`src/rtl/hub75_scan_if.sv`:
```
// Panel-side scan bus between the HUB75 sequencer (master) and the frame buffer / pin stage (slave).
// Widths are derived from the panel geometry so both ends agree.
interface hub75_scan_if #(
  parameter int COLS      = 64,
  parameter int SCAN_ROWS = 32,
  parameter int PLANES    = 1
);
  localparam int COL_W   = $clog2(COLS);
  localparam int ADDR_W  = $clog2(SCAN_ROWS);
  localparam int PLANE_W = (PLANES > 1) ? $clog2(PLANES) : 1;

  logic               enable;
  logic [COL_W-1:0]   col;
  logic [ADDR_W-1:0]  scan_row;
  logic [PLANE_W-1:0] plane;
  logic [ADDR_W:0]    row_top;
  logic [ADDR_W:0]    row_bottom;
  logic               shift_en;
  logic               latch;
  logic               oe_n;
  logic [ADDR_W-1:0]  addr_out;
  logic               frame_start;
  logic               busy;

  modport master (
    input  enable,
    output col, scan_row, plane, row_top, row_bottom, shift_en, latch, oe_n,
           addr_out, frame_start, busy
  );

  modport slave (
    output enable,
    input  col, scan_row, plane, row_top, row_bottom, shift_en, latch, oe_n,
           addr_out, frame_start, busy
  );
endinterface

```
`src/rtl/hub75_scan_sequencer.sv`:
```
// HUB75 scan/timing sequencer: shifts one row-plane, blanks, latches, then displays it for a
// BCM-weighted hold time. All outputs are registered from the next-state decode.
//
//  state      | meaning
//  IDLE       | parked, panel dark, waiting for enable
//  SHIFT      | COLS pixels pushed out, col counts up
//  BLANK_PRE  | guard cycles before latch
//  LATCH      | one-cycle LAT pulse, panel address updated on entry
//  BLANK_POST | guard cycles after latch
//  HOLD       | panel lit for BASE_ON<<disp_plane cycles
module hub75_scan_sequencer #(
  parameter int COLS      = 64,
  parameter int SCAN_ROWS = 32,
  parameter int PLANES    = 1,
  parameter int BLANK_CYC = 2,
  parameter int BASE_ON   = 64
) (
  input  logic           clk,
  input  logic           rst,
  hub75_scan_if.master   bus
);
  localparam int COL_W    = $clog2(COLS);
  localparam int ADDR_W   = $clog2(SCAN_ROWS);
  localparam int PLANE_W  = (PLANES > 1) ? $clog2(PLANES) : 1;
  localparam int HOLD_MAX = BASE_ON << (PLANES - 1);
  localparam int TMR_MAX  = (HOLD_MAX > BLANK_CYC) ? HOLD_MAX : BLANK_CYC;
  localparam int TMR_W    = $clog2(TMR_MAX + 1);

  typedef enum logic [2:0] {IDLE, SHIFT, BLANK_PRE, LATCH, BLANK_POST, HOLD} state_t;

  state_t             state, state_nxt;
  logic [TMR_W-1:0]   tmr, tmr_load;
  logic [COL_W-1:0]   col;
  logic [ADDR_W-1:0]  scan_row, addr_out;
  logic [PLANE_W-1:0] plane, disp_plane;
  logic               shift_en, latch, oe_n, frame_start, busy, frame_pending;

  always_comb begin
    state_nxt = state;
    tmr_load  = '0;
    unique case (state)
      IDLE:       if (bus.enable) state_nxt = SHIFT;
      SHIFT:      if (col == COL_W'(COLS - 1)) state_nxt = BLANK_PRE;
      BLANK_PRE:  if (tmr == '0) state_nxt = LATCH;
      LATCH:      state_nxt = BLANK_POST;
      BLANK_POST: if (tmr == '0) state_nxt = HOLD;
      HOLD:       if (tmr == '0) state_nxt = bus.enable ? SHIFT : IDLE;
      default:    state_nxt = IDLE;
    endcase
    // timer is loaded with length-1 on state entry and exits at terminal count 0
    case (state_nxt)
      BLANK_PRE, BLANK_POST: tmr_load = TMR_W'(BLANK_CYC - 1);
      HOLD:                  tmr_load = (TMR_W'(BASE_ON) << disp_plane) - TMR_W'(1);
      default:               tmr_load = '0;
    endcase
  end

  always_ff @(posedge clk or posedge rst) begin
    if (rst) begin
      state         <= IDLE;
      tmr           <= '0;
      col           <= '0;
      scan_row      <= '0;
      plane         <= '0;
      disp_plane    <= '0;
      addr_out      <= '0;
      shift_en      <= 1'b0;
      latch         <= 1'b0;
      oe_n          <= 1'b1;
      busy          <= 1'b0;
      frame_start   <= 1'b0;
      frame_pending <= 1'b1;
    end else begin
      state    <= state_nxt;
      shift_en <= (state_nxt == SHIFT);
      latch    <= (state_nxt == LATCH);
      oe_n     <= (state_nxt != HOLD);
      busy     <= (state_nxt != IDLE);

      if (state_nxt != state) tmr <= tmr_load;
      else if (tmr != '0)     tmr <= tmr - TMR_W'(1);

      if (state == SHIFT && state_nxt == SHIFT) col <= col + COL_W'(1);
      else                                      col <= '0;

      frame_start <= 1'b0;
      if (state_nxt == SHIFT && state != SHIFT && frame_pending) begin
        frame_start   <= 1'b1;
        frame_pending <= 1'b0;
      end

      // panel address only moves while the panel is blanked
      if (state_nxt == LATCH && state != LATCH) begin
        addr_out   <= scan_row;
        disp_plane <= plane;
      end

      if (state == LATCH) begin
        if (plane == PLANE_W'(PLANES - 1)) begin
          plane <= '0;
          if (scan_row == ADDR_W'(SCAN_ROWS - 1)) begin
            scan_row      <= '0;
            frame_pending <= 1'b1;
          end else begin
            scan_row <= scan_row + ADDR_W'(1);
          end
        end else begin
          plane <= plane + PLANE_W'(1);
        end
      end
    end
  end

  assign bus.col         = col;
  assign bus.scan_row    = scan_row;
  assign bus.plane       = plane;
  assign bus.row_top     = {1'b0, scan_row};
  assign bus.row_bottom  = {1'b1, scan_row};
  assign bus.shift_en    = shift_en;
  assign bus.latch       = latch;
  assign bus.oe_n        = oe_n;
  assign bus.addr_out    = addr_out;
  assign bus.frame_start = frame_start;
  assign bus.busy        = busy;
endmodule
```
`src/flat_wrapper.sv`:
```
// flat-port wrapper written by rule: the top's interface ports become plain ports
module hub75_scan_sequencer_flat 
#(
  parameter int COLS      = 64,
  parameter int SCAN_ROWS = 32,
  parameter int PLANES    = 1,
  parameter int BLANK_CYC = 2,
  parameter int BASE_ON   = 64
)
  (clk, rst, bus_enable, bus_col, bus_scan_row, bus_plane, bus_row_top, bus_row_bottom, bus_shift_en, bus_latch, bus_oe_n, bus_addr_out, bus_frame_start, bus_busy);
  hub75_scan_if #(.COLS(COLS), .SCAN_ROWS(SCAN_ROWS), .PLANES(PLANES)) bus_i ();
  input  logic clk;
  input  logic rst;
  input wire logic [$bits(bus_i.enable)-1:0] bus_enable;
  output wire logic [$bits(bus_i.col)-1:0] bus_col;
  output wire logic [$bits(bus_i.scan_row)-1:0] bus_scan_row;
  output wire logic [$bits(bus_i.plane)-1:0] bus_plane;
  output wire logic [$bits(bus_i.row_top)-1:0] bus_row_top;
  output wire logic [$bits(bus_i.row_bottom)-1:0] bus_row_bottom;
  output wire logic [$bits(bus_i.shift_en)-1:0] bus_shift_en;
  output wire logic [$bits(bus_i.latch)-1:0] bus_latch;
  output wire logic [$bits(bus_i.oe_n)-1:0] bus_oe_n;
  output wire logic [$bits(bus_i.addr_out)-1:0] bus_addr_out;
  output wire logic [$bits(bus_i.frame_start)-1:0] bus_frame_start;
  output wire logic [$bits(bus_i.busy)-1:0] bus_busy;
  assign bus_i.enable = bus_enable;
  assign bus_col = bus_i.col;
  assign bus_scan_row = bus_i.scan_row;
  assign bus_plane = bus_i.plane;
  assign bus_row_top = bus_i.row_top;
  assign bus_row_bottom = bus_i.row_bottom;
  assign bus_shift_en = bus_i.shift_en;
  assign bus_latch = bus_i.latch;
  assign bus_oe_n = bus_i.oe_n;
  assign bus_addr_out = bus_i.addr_out;
  assign bus_frame_start = bus_i.frame_start;
  assign bus_busy = bus_i.busy;
  hub75_scan_sequencer #(.COLS(COLS), .SCAN_ROWS(SCAN_ROWS), .PLANES(PLANES), .BLANK_CYC(BLANK_CYC), .BASE_ON(BASE_ON)) u_core (.clk(clk), .rst(rst), .bus(bus_i));
endmodule
```
`config.mk`:
```
export PLATFORM = sky130hd
export DESIGN_NAME = hub75_scan_sequencer_flat
export DESIGN_NICKNAME = d
export VERILOG_FILES = /design/src/rtl/hub75_scan_if.sv /design/src/rtl/hub75_scan_sequencer.sv /design/src/flat_wrapper.sv
export SDC_FILE = /design/constraint.sdc
export NUM_CORES = 1
export LEC_CHECK = 0
export ABC_AREA = 1
export CAP_MARGIN = 15
export CORE_ASPECT_RATIO = 0.6
export CORE_MARGIN = 5
export CORE_UTILIZATION = 45
export DETAILED_ROUTE_END_ITERATION = 10
export GPL_TIMING_DRIVEN = 0
export PLACE_DENSITY = 0.79
export SYNTH_ARGS = -nofsm -noshare
export SYNTH_HDL_FRONTEND = slang
export SYNTH_SLANG_ARGS = --single-unit
export TNS_END_PERCENT = 100
```
`constraint.sdc`:
```
create_clock -name clk -period 2.65 [get_ports clk]
set_clock_uncertainty 0.2 [all_clocks]
set_input_delay 0.265 -clock clk [delete_from_list [all_inputs] [get_ports clk]]
set_output_delay 0.265 -clock clk [all_outputs]
set_load 0.01 [all_outputs]
```
==> results of run 1 <==
## per-stage QoR
step | instance area [um2] | cells | worst slack, ns | util, % | hold WS (ns)
CTS | 2220 | 281 | 0.615 | 60.4 | 0.0687
finish | 2220 | 281 | 0.643 | 60.4 | 0.0684
global route | 2220 | 281 | 0.427 | 60.4 | 0.0987
global placement | 2110 | 272 | 0.672 | 57.2 | 0.253
floorplan | 1720 | 192 | 0.816 | - | 0.180
detailed placement | 2130 | 273 | 0.646 | 58.0 | 0.256
## registers in the layout, indices dropped and copies added, names as in the netlist
register,count
u_core.bus.addr_out,5
u_core.tmr,7
u_core.bus.oe_n,1
u_core.frame_pending,1
u_core.bus.col,6
u_core.state,3
u_core.bus.latch,1
u_core.bus.shift_en,1
u_core.bus.scan_row,5
u_core.bus.frame_start,1
u_core.bus.busy,1
## worst max-delay path by stage
stage,start,endpoint,slack [ns],cells after the start
2_1_floorplan,u_core.tmr[0]$_DFFE_PP0P_,u_core.tmr[1]$_DFFE_PP0P_,0.82,13
3_3_place_gp,u_core.tmr[0]$_DFFE_PP0P_,u_core.tmr[1]$_DFFE_PP0P_,0.67,13
3_5_place_dp,u_core.tmr[0]$_DFFE_PP0P_,u_core.bus.addr_out[0]$_DFFE_PP0P_,0.65,10
4_1_cts,u_core.tmr[0]$_DFFE_PP0P_,u_core.bus.addr_out[0]$_DFFE_PP0P_,0.62,10
5_1_grt,u_core.tmr[0]$_DFFE_PP0P_,u_core.bus.addr_out[0]$_DFFE_PP0P_,0.43,10
6_report,u_core.tmr[0]$_DFFE_PP0P_,u_core.bus.addr_out[0]$_DFFE_PP0P_,0.64,10
## kinds of logic (layout without fill, tap and decap cells)
family,after synthesis,in the layout,synth area share (%)
adder cells (fa/ha/maj),4,4,2.92
XOR/XNOR,6,6,3.07
flip-flops,32,32,46.9
AND/OR/NAND/NOR,84,84,27.6
AO/OA/AOI/OAI,22,22,6.94
other,2,3,0.438
buffers and inverters,41,83,12.1
## area by class of cell
class / count / area [um2]
buffer: 14 / 101
clock buffer: 8 / 90.1
fill: 326 / 1460
inverter: 27 / 106
multi-input combinational: 119 / 706
sequential: 32 / 803
tap: 47 / 58.8
timing repair buffer: 34 / 358
## metal layers
metal / up-vias / global-route usage [%] / share of wire [%]
met5: - / 0 / 0
met4: 0 / 7.01 / 2.3
met3: 8 / 5.54 / 7.8
met2: 43 / 19.3 / 40
met1: 592 / 21.2 / 50
li1: 672 / - / -
## cell usage in the layout, fill, tap and decap left out, types with 3 or more instances in the layout
master,netlist,final
inv_1,21,21
a21oi_1,9,9
nor2_1,14,14
buf_4,13,13
nand3_1,5,5
xor2_1,4,4
nor2_4,6,6
conb_1,2,3
inv_2,5,5
clkbuf_1,1,3
ha_1,4,4
nand2_2,7,7
dfrtp_1,30,30
clkdlybuf4s50_1,0,33
nand2_1,34,34
clkbuf_8,0,6
o21ai_1,6,6
nand4_1,4,4
o21ai_0,4,4
## critical path, stage by stage, from the launching register on
cell      delay, ns
dfrtp_1        0.40
inv_1          0.08
ha_1           0.24
inv_2          0.06
nor2_4         0.12
nand3_4        0.12
nor3_2         0.14
inv_1          0.07
clkbuf_1       0.24
nand2_1        0.12
o21ai_1        0.07
## power breakdown
| group | internal (mW) | switching (mW) | total [mW] |
|---|---|---|---|
| Combinational | 0.0101 | 0.0136 | 0.0237 |
| Sequential | 0.489 | 0 | 0.489 |
| Clock | 0.211 | 0.172 | 0.384 |
==> metrics.csv, run 1 <==
metric,value,unit
Hold Crit Class,input pin to async pin,
Worst R2R Start,u_core.tmr[0]$_DFFE_PP0P_,
Overall Power,896,uW
core box area,3680,um2
Ports,37,
"Avg Cell Area, Syn",8.97,um2
final net count,240,
Die ar.,5180,um2
clock latency on the worst-skew pair,0.29,ns
area growth from synthesis to layout,29.8,%
"Slew Viols, Final",0,
outcome,"finished, final reports clean",
pin count of the biggest net entering global routing,25,
Post CTS Setup Buffer Count,0,
Cell Rows,17,
Post-Synthesis Cell Area,1710,um2
"top cells by area, synth","dfrtp_1, nand2_1, buf_4",
post-synthesis cell count,191,
hold_buf cts,0,
total number of vias,1315,
initial antenna violation count,0,
pwr dens,403,nW/um2
drt pass-1 iters,4,
synth warn,0,
Final Hold Viols,0,
RSZ-0062 raised after global routing,false,
async set-reset flop share out of synthesis,100,%
dpl hpwl,2540,um
total gr overflow,0,
# setup viols final,0,
fmax,498,MHz
Bufs on Longest Clock Path,2,
CP max FO,10,
synth unique cells,32,
Synth area leader,dfrtp_1,
first-pass GRT wire length,5710,um
most frequent cells after synthesis,"nand2_1, dfrtp_1, inv_1",
Post-synth EDFFs,0,
"Seq/Total Area, Yosys",46.9,%
most frequent cell after synthesis,nand2_1,
flop-to-flop setup slack,0.64,ns
CTS tree,yes,
Final TNS setup,0,ns
Worst EP required,2.61,ns
WL per Instance,11.8,um
"FF+latch count, synth",32,
CTS H-tree depth,2,
Clock Sinks,32,
routed vias/inst,4.68,
die height,57.8,um
die width,89.7,um
Leakage,1.11,nW
initial DRC count,57,
kind of critical path,flip-flop to flip-flop,
vias in the first global route,1252,
Tcrit/Tclk final,75.8,%
Worst-path clk slew,0.06,ns
IO Port Bufs,33,
root buffer cell,clkbuf_8,
CTS Buf Count,5,
Worst R2R Path Depth,10,
Main synth FF type,dfrtp_1,
drc violations,0,
routed wire length,3330,um
ANT cells,0,
startpoint types,flip-flop,
layout cells sized above 1,22.2,%
GPL Wtd Cong,0.822,
Global Route Usage Sum,14.8,%
CP arrival,1.96,ns
Initial Util,46.5,%
area share of the largest cell type after synthesis,43.8,%
min cycle time layout,2.01,ns
post-route ant nets,0,
max-capacitance violation count,0,
RR Endpoint,u_core.bus.addr_out[0]$_DFFE_PP0P_,
Crit. End Element,flip-flop,
Max IR drop VDD,0.277,mV
post_cts resized,0,
Note: power is estimated with default switching activity, not from simulation.
==> run 2: changes to the inputs <==
--- a/config.mk
+++ b/config.mk
@@ -12,7 +12,7 @@
 export CORE_UTILIZATION = 45
 export DETAILED_ROUTE_END_ITERATION = 10
 export GPL_TIMING_DRIVEN = 0
-export PLACE_DENSITY = 0.79
+export PLACE_DENSITY = 0.82
 export SYNTH_ARGS = -nofsm -noshare
 export SYNTH_HDL_FRONTEND = slang
 export SYNTH_SLANG_ARGS = --single-unit
==> constraint.sdc (replaced) <==
create_clock -name clk -period 1.7 [get_ports clk]
set_clock_uncertainty 0.2 [all_clocks]
set_input_delay 0.17 -clock clk [delete_from_list [all_inputs] [get_ports clk]]
set_output_delay 0.17 -clock clk [all_outputs]
set_load 0.01 [all_outputs]
==> metrics.csv, run 2 (synthesis gave the netlist of run 1 again) <==
metric,value,unit
drc violations,0,
Leakage,1.47,nW
CP arrival,1.90,ns
Final Hold Viols,0,
RSZ-0062 raised after global routing,true,
"Worst Setup Slack, final",-0.219,ns
Final TNS setup,-1.58,ns
Die ar.,5180,um2
Initial Util,46.5,%
initial DRC count,222,
ANT cells,0,
Worst-Margin Slew,0.750,ns
CTS Buf Count,5,
"commonest non-fill, non-tap cells in the layout","buf_4, nand2_1, dfrtp_1",
root buffer cell,clkbuf_8,
fmax,521,MHz
Cells after DPL,273,
IO Port Bufs,33,
WL per Instance,16.8,um
# setup viols final,15,
area growth from synthesis to layout,61.3,%
startpoint types,flip-flop,
routed wire length,5330,um
Max IR drop VDD,0.467,mV
Cell Rows,17,
Tcrit/Tclk final,113,%
max reg flops,7,
Ports,37,
min cycle time layout,1.92,ns
pin count of the biggest net entering global routing,18,
relative slew slack,49.9,%
pwr dens,510,nW/um2
Clock Sinks,32,
dpl hpwl,2710,um
initial antenna violation count,0,
die height,57.8,um
kind of critical path,flip-flop to flip-flop,
total gr overflow,0,
Regs by FF count,"u_core.tmr x7, u_core.bus.col x6",
Fill cells,239,
Bufs on Longest Clock Path,2,
Largest Register,u_core.tmr,
Worst-path clk slew,0.06,ns
core box area,3680,um2
post-route ant nets,0,
outcome,"finished, violations left",
"most common cell after layout, fill and taps aside",buf_4,
total number of vias,1620,
drt pass-1 iters,4,
CP max FO,6,
layout cells sized above 1,46.7,%
max-capacitance violation count,0,
Hold Crit Class,input pin to async pin,
clock latency on the worst-skew pair,0.29,ns
CTS tree,yes,
Min Hold Slack,0.128,ns
vias in the first global route,1515,
final net count,276,
CTS H-tree depth,2,
GPL Wtd Cong,0.810,
Non-Filler Instances,317,
routed vias/inst,5.11,
Worst EP required,1.68,ns
die width,89.7,um
violations in the final reports,negative setup slack,
first-pass GRT wire length,7400,um
Crit. End Element,flip-flop,
"Slew Viols, Final",0,
Global Route Usage Sum,19.2,%
run 2: cell types whose count changed in the layout (fill, tap and decap cells not counted), sizes merged:
cell / delta
dlygate4sd2: +4
dlymetal6s2s: +8
clkbuf: -1
buf: +38
clkdlybuf4s50: -13
run 2: report_power, final:
group / leakage (nW) / internal, mW / switching [mW]
Sequential: 0.401 / 0.762 / 0
Combinational: 1.02 / 0.0157 / 0.0233
Clock: 0.0455 / 0.330 / 0.278
run 2: worst paths after layout:
check / endpoint / startpoint / depth (start not counted) / slack (ns)
worst min-delay path: u_core.bus.addr_out[1]$_DFFE_PP0P_ / rst / 2 / 0.13
min in group clk: u_core.bus.frame_start$_DFF_PP0_ / u_core.frame_pending$_DFF_PP1_ / 2 / 0.29
max in group asynchronous: u_core.bus.oe_n$_DFF_PP1_ / rst / 3 / 0.55
worst max-delay path: u_core.tmr[6]$_DFFE_PP0P_ / u_core.state[1]$_DFF_PP0_ / 11 / -0.22
worst min register to register: u_core.bus.frame_start$_DFF_PP0_ / u_core.frame_pending$_DFF_PP1_ / 2 / 0.29
worst max register to register: u_core.tmr[6]$_DFFE_PP0P_ / u_core.state[1]$_DFF_PP0_ / 11 / -0.22
run 2: metal layers:
| metal | GRT usage, % | up-vias | share of wire [%] |
|---|---|---|---|
| li1 | - | 743 | - |
| met1 | 26.0 | 773 | 40 |
| met2 | 28.1 | 85 | 49 |
| met3 | 6.53 | 19 | 8.0 |
| met4 | 7.43 | 0 | 2.9 |
| met5 | 0 | - | 0 |
run 2: per-stage QoR:
step / total power [mW] / setup WS (ns) / area [um2] / utilization [%]
after CTS: 1.41 / -0.125 / 2520 / 68.6
final: 1.41 / -0.219 / 2760 / 75.1
after global routing: 1.45 / -0.318 / 2760 / 75.1
after global placement: 0.805 / -0.160 / 2140 / 58.3
after detailed placement: 0.814 / -0.182 / 2170 / 59.0
after floorplan: 0.796 / -0.0136 / 1760 / -
run 2: area by class of cell:
| cell class | instances | area (um2) | area share, % |
|---|---|---|---|
| clock buffers | 8 | 90.1 | 3.26 |
| plain buffers | 14 | 113 | 4.08 |
| repair buffers | 70 | 682 | 24.7 |
| inverters | 27 | 106 | 3.85 |
| multi-input cells | 119 | 902 | 32.7 |
| flip-flops and latches | 32 | 811 | 29.3 |
| well taps | 47 | 58.8 | 2.13 |
run 2: worst max-delay path, stage by stage, from the launching register on:
cell      delay, ns
dfrtp_2        0.44
inv_1          0.09
nand2_1        0.14
nand2_2        0.09
nand2_2        0.10
nor2_4         0.05
nor2_4         0.13
nand3_4        0.14
clkinv_4       0.10
buf_6          0.09
nand2_2        0.04
a31oi_1        0.21
run 2: what timing repair did:
action / 4_1_cts / 5_1_grt
setup buffers: 24 / 13
hold buffers: 0 / 0
pin swaps: 9 / 10
setup endpoints to repair: 24 / 33
resized for setup: 27 / 45
gates cloned: 1 / 0
